### src/rtl/asic_clkgate_ctrl.sv
// rtl/asic_clkgate_ctrl.sv - enable-side controller for an integrated AND clock-gating cell
module asic_clkgate_ctrl #(
  parameter int IDLE   = 16,
  parameter int SETTLE = 2,
  parameter int CW     = 8
) (
  input  logic clk,
  input  logic nreset,
  input  logic gate_en,
  input  logic busy,
  input  logic wake_req,
  output logic wake_ack,
  output logic en,
  output logic gated
);

  typedef enum logic [1:0] {
    ST_RUN   = 2'd0,
    ST_GATED = 2'd1,
    ST_WAKE  = 2'd2
  } state_t;

  // Thresholds are compared at counter width; out-of-range values are illegal anyway.
  localparam logic [CW-1:0] IDLE_C   = CW'(IDLE);
  localparam logic [CW-1:0] SETTLE_C = CW'(SETTLE);

  state_t        state_q;
  logic [CW-1:0] cnt_q;
  logic          en_q;
  logic          gated_q;
  logic          ack_q;

  logic          act;
  logic [CW-1:0] cnt_inc;

  // Anything that needs the gated clock running counts as activity.
  assign act     = busy | wake_req | ~gate_en;
  assign cnt_inc = cnt_q + CW'(1);

  // Gating FSM with idle/settle counter and registered enable, status and acknowledge.
  always_ff @(posedge clk or negedge nreset) begin
    if (!nreset) begin
      state_q <= ST_RUN;
      cnt_q   <= '0;
      en_q    <= 1'b1;
      gated_q <= 1'b0;
      ack_q   <= 1'b0;
    end else begin
      // Acknowledge only once the clock is running and settled; drops with the request.
      ack_q <= wake_req & (state_q == ST_RUN);
      case (state_q)
        ST_RUN: begin
          if (act) begin
            cnt_q <= '0;
          end else if (cnt_q == IDLE_C) begin
            state_q <= ST_GATED;
            cnt_q   <= '0;
            en_q    <= 1'b0;
            gated_q <= 1'b1;
          end else begin
            cnt_q <= cnt_inc;
          end
        end
        ST_GATED: begin
          cnt_q <= '0;
          if (act) begin
            state_q <= ST_WAKE;
            en_q    <= 1'b1;
            gated_q <= 1'b0;
          end
        end
        ST_WAKE: begin
          // Settle window always runs to completion regardless of inputs.
          if (cnt_inc == SETTLE_C) begin
            state_q <= ST_RUN;
            cnt_q   <= '0;
          end else begin
            cnt_q <= cnt_inc;
          end
        end
        default: begin
          state_q <= ST_RUN;
          cnt_q   <= '0;
          en_q    <= 1'b1;
          gated_q <= 1'b0;
        end
      endcase
    end
  end

  assign en       = en_q;
  assign gated    = gated_q;
  assign wake_ack = ack_q;

endmodule

### config.mk
export PLATFORM = sky130hd
export DESIGN_NAME = asic_clkgate_ctrl
export DESIGN_NICKNAME = d
export VERILOG_FILES = /design/src/rtl/asic_clkgate_ctrl.sv
export SDC_FILE = /design/constraint.sdc
export NUM_CORES = 1
export LEC_CHECK = 0
export BUFFER_PORTS_ARGS = -buffer_cell sky130_fd_sc_hd__buf_4
export CAP_MARGIN = 15
export CORE_UTILIZATION = 30
export CTS_CLUSTER_SIZE = 20
export DETAILED_ROUTE_END_ITERATION = 10
export PLACE_DENSITY_LB_ADDON = 0.05
export SYNTH_ARGS = -nofsm -noshare
export SYNTH_HDL_FRONTEND = slang
export SYNTH_SLANG_ARGS = --single-unit
### constraint.sdc
create_clock -name clk -period 4.1 [get_ports clk]
set_input_delay 0.615 -clock clk [delete_from_list [all_inputs] [get_ports clk]]
set_output_delay 0.615 -clock clk [all_outputs]
set_load 0.005 [all_outputs]
After elaboration in Yosys (flattened, before gate mapping)
Index checks and enable logic that the tools add are counted.
- add/subtract/negate cells: 1
- eq/ne operators: 8
- mux-type cells: 17
- bitwise logic cells: 5
- reductions and logical operators: 3
- operators with widths (cell ; number):
    $mux 8 ; 3
    $pmux 8 s2 ; 1
    $add 8x1->8 const B ; 1
    $eq 8x2->1 const B ; 1
    $eq 8x5->1 const B ; 1
    $mux 2 ; 4
    $reduce_and 4->1 ; 2
    $mux 1 ; 6
    $ne 2x2->1 const B ; 3
    $pmux 1 s3 ; 2
    $pmux 2 s3 ; 1
    $eq 2x1->1 const B ; 1
    $eq 2x2->1 const B ; 1
    $logic_not 2->1 ; 1
    $ne 2x1->1 const B ; 1
    $not 1->1 ; 2
    $or 1x1->1 ; 2
    $and 1x1->1 ; 1
- register bits: 13
- input port bits: 5
- output and inout port bits: 3
- logic and storage cells: 39

Depth between registers and ports, before layout
- depth after elaboration: 4
- gate-level depth with buffers: 6

Worst setup path before layout
Ideal clock, no wire load.
- path type: register -> register
- from: register cnt_q[0]
- to: register cnt_q[0]
- library setup time: 0.136 ns
- arrival time: 1.624 ns
- data required time: 3.964 ns
- path slack: 2.340 ns
- cell stages (with the launch flop): 5
- path buffers: 0
- clock period less this slack: 1.760 ns
- cell sequence: dfrtp_1 -> ha_1 -> or4_1 -> a211oi_2 -> a211oi_1
- cells in the longest elaborated chain, start to end: 4
- elaborated cells between the ends (all ways): 7
- those cells by class: add/sub (1); eq/ne (2); mux (4)
- RTL lines (element ; line ; source):
    start, declared ; 28 ; logic [CW-1:0] cnt_q;
    start signal, assigned ; 61 ; cnt_q <= cnt_inc;
    start signal, assigned ; 78 ; cnt_q <= cnt_inc;
    $add 8x1->8 / $eq 8x5->1 (equally long branches) ; 38, 55 ;
    $eq 8x2->1 / $mux 8 (equally long branches) ; 74, 55 ;
    $mux 8, on equally long branches ; 74, 53 ;
    $pmux 8 s2 (*) ; 51 ; case (state_q)
Mark *: on every way between the ends. The rest lies on a longest branch, timed or not.
A chain may end at the register's enable or synchronous reset.

Worst setup path after layout
Same ends and word-level chain as after synthesis.

==> qor_table.md <==
| Item | This run |
|---|---|
| Headroom to the max-slew limit | 74.5% |
| Ant. Diodes | 0 |
| Post-synth design cell area | 764 um2 |
| Depth of the CTS H-tree | 1 |
| Number of vias in the routed layout | 567 |
| Clk slew on worst S/H paths | 0.09 ns |
| Required arrival time at the worst endpoint | 4.26 ns |
| Non-filler cells in the finished layout | 113 |
| Area of the die | 2750 um2 |
| Top FF cell, synth | sky130_fd_sc_hd__dfrtp_1 |
| Layout Utilization | 37.5% |
| Number of distinct library cells after synthesis | 33 |
| First-pass GRT wire length | 2600 um |
| Cts bufs inserted | 3 |
| Via density | 5.02 |
| DRC violation total after the first TritonRoute iteration | 5 |
| Remaining antenna violation count | 0 |
| Class of the most critical hold timing path | primary input to async pin |
| FFs w/ async S/R, synth | 100% |
| Height of the die | 52.5 um |
| Total of fill cells in the finished design | 245 |
| Number of antenna violations at the first check in global routing | 0 |
| Kind of critical path | flop to flop |
| Outcome | finished, final reports clean |
| Final worst path period share | 47.3% |
| Total length of routed wires | 1540 um |
| Maximum operating frequency | 515 MHz |
| Max stage delay on crit path | 0.56 ns |
| Maximum number of pins on one net before global-route repair | 14 |
| Power density over the cells | 269 nW/um2 |
| Total global routing track utilization | 13.6% |
| Dpl hpwl | 1120 um |
| Slowest cell on the critical path | sky130_fd_sc_hd__or4_1 |
| Maximum buffer depth of the clock tree | 2 |
| Clock tree from TritonCTS | built |
| Largest area contributor in the synthesized netlist | sky130_fd_sc_hd__dfrtp_1 |
| Post_cts resized | 0 |
| Worst Skew | 0.00961 ns |
| Cell type group with the largest total delay on the critical path | simple AND/OR/NAND/NOR gates |
| Routed len/inst | 13.6 um |
| Measured slew at the worst slew-check pin | 0.382 ns |
| Number of top-level pins | 8 |
| Number of instances in the synthesized netlist | 76 |
| Core box area | 2300 um2 |
| Vias in the first global route | 558 |
| Share of layout cells above drive strength 1 | 23.5% |
| Maximum fanout along the worst path | 9 |
| Initial Utilization | 33.3% |
| Critical path buffer and inverter count | 0 |
| Number of warning messages in the yosys log | 0 |
| Setup repair after global routing missed its margin | no |
| Setup TNS | 0 ns |
| Final Hold Violating Endpoints | 0 |
| Critical path cell sequence | ha_1, or4_1, a211oi_2, a211oi_1 |
| Clk Latency, worst-skew pair | 0.28 ns |
| Overflow after GRT | 0 |
| Worst Setup Slack, final | 2.16 ns |
| Portion of synthesized cell area occupied by the leading cell type | 39.3% |
| Final net count | 94 |
| Final-report max-slew violation count | 0 |
| Flip-flop and latch count after synthesis | 13 |
| Count of maximum capacitance violations | 0 |
| Crit. End Element | flop |
| Sequential-to-total area share from yosys stat | 42.7% |
| Post-layout min period | 1.94 ns |
| Cell count after placement | 109 |
| Post-CTS Setup Bufs | 0 |
| Routability congestion estimate | 0.742 |
| Total nets after synthesis | 84 |
| Detailed Routing Iterations Pass 1 | 4 |
| Clock Sinks | 13 |
| Critical path data arrival time | 2.10 ns |
| Average instance area after synthesis | 10.1 um2 |
| Static leakage | 0.000354 uW |
| Worst voltage drop across the vdd grid | 0.163 mV |
| Area growth, synth to finish | 12.6% |
| Worst Setup Slack post-DPL | 2.18 ns |
| Leading post-synthesis cells by instance count | sky130_fd_sc_hd__dfrtp_1 (12), sky130_fd_sc_hd__nor2_1 (9), sky130_fd_sc_hd__inv_1 (6) |
| Width of the die | 52.5 um |
| Total setup violations reported at the end of the flow | 0 |
| Standard-cell row count | 17 |
| Number of buffers inserted by port buffering | 7 |
| Most instantiated library cell after synthesis | sky130_fd_sc_hd__dfrtp_1 |
| DRC viols | 0 |
| Synth area leaders | sky130_fd_sc_hd__dfrtp_1 (39%), sky130_fd_sc_hd__ha_1 (4.9%), sky130_fd_sc_hd__nor2_1 (4.4%), sky130_fd_sc_hd__dfstp_2 (3.4%), sky130_fd_sc_hd__xnor2_1 (3.4%) |
| EDFF count, synth | 0 |
| Root Driver | sky130_fd_sc_hd__clkbuf_4 |
| Quantity of hold-fixing buffers added after cts | 0 |
| Type of origin of the critical path | flop |
==> cell type report <==
| cell class | instances | area [um2] | area share [%] |
|---|---|---|---|
| flip-flops and latches | 13 | 327 | 37.9 |
| inverters | 6 | 22.5 | 2.62 |
| well taps | 28 | 35.0 | 4.07 |
| multi-input cells | 55 | 397 | 46.1 |
| clock inverters | 1 | 5.00 | 0.581 |
| repair buffers | 7 | 52.6 | 6.10 |
| clock buffers | 3 | 22.5 | 2.62 |
==> logic make-up after synthesis <==
| group | Yosys count | synth area share (%) |
|---|---|---|
| DFF | 13 | 42.7 |
| buffers and inverters | 8 | 5.40 |
| xor gates and xnor gates | 6 | 6.88 |
| adders and majority gates | 3 | 4.91 |
| and+or+nand+nor | 27 | 21.6 |
| AOI/OAI and AO/OA | 19 | 18.5 |
==> state kept, by name, summed over array words and instances, names as in the netlist <==
name	flops
cnt_q	8
state_q	2
en	1
gated	1
wake_ack	1
==> per-layer routing <==
metal	vias to the layer above	part of all wire (%)	routed length, um	GRT usage, %
met5	-	0	0	0
met1	262	46	705	16.8
met2	13	49	758	21.7
met4	0	0.91	14	2.63
li1	290	-	-	-
met3	2	3.9	60	6.38
==> where the power goes <==
group | switching (uW) | internal, uW
Combinational | 8.20 | 8.00
Sequential | 2.07 | 131
Clock | 46.2 | 36.2
Total | 56.4 | 175
==> placed cells by master (no fill, tap or decap), drive strengths merged, types with 2 or more instances in the layout <==
cell | Yosys | layout
a21boi | 2 | 2
buf | 2 | 7
ha | 3 | 3
nand2 | 2 | 2
or4 | 2 | 2
inv | 6 | 6
clkbuf | 0 | 3
nor2 | 9 | 9
xnor2 | 3 | 3
o211ai | 2 | 2
nor3b | 3 | 3
o21ai | 2 | 2
nand3 | 4 | 4
dfrtp | 12 | 12
a21oi | 5 | 5
a211oi | 4 | 4
xor2 | 3 | 3
==> path summary, 6_finish.rpt <==
check / from / endpoint / slack [ns] / cells after the start
worst max-delay path: cnt_q[0] / cnt_q[0] / 2.16 / 4
worst min-delay path: nreset / cnt_q[1] / 0.16 / 1
worst max register to register: cnt_q[0] / cnt_q[0] / 2.16 / 4
worst min register to register: gated / gated / 0.54 / 2
max in group asynchronous: nreset / en / 3.70 / 1
min in group clk: gated / gated / 0.54 / 2
==> metrics by stage <==
step	total power, uW	hold slack, ns	instance area (um2)
after floorplan	142	0.319	764
after global placement	152	0.474	833
after detailed placement	152	0.474	833
after global routing	246	0.147	861
final	231	0.160	861
after CTS	237	0.150	861
Note: power is estimated with default switching activity, not from simulation.
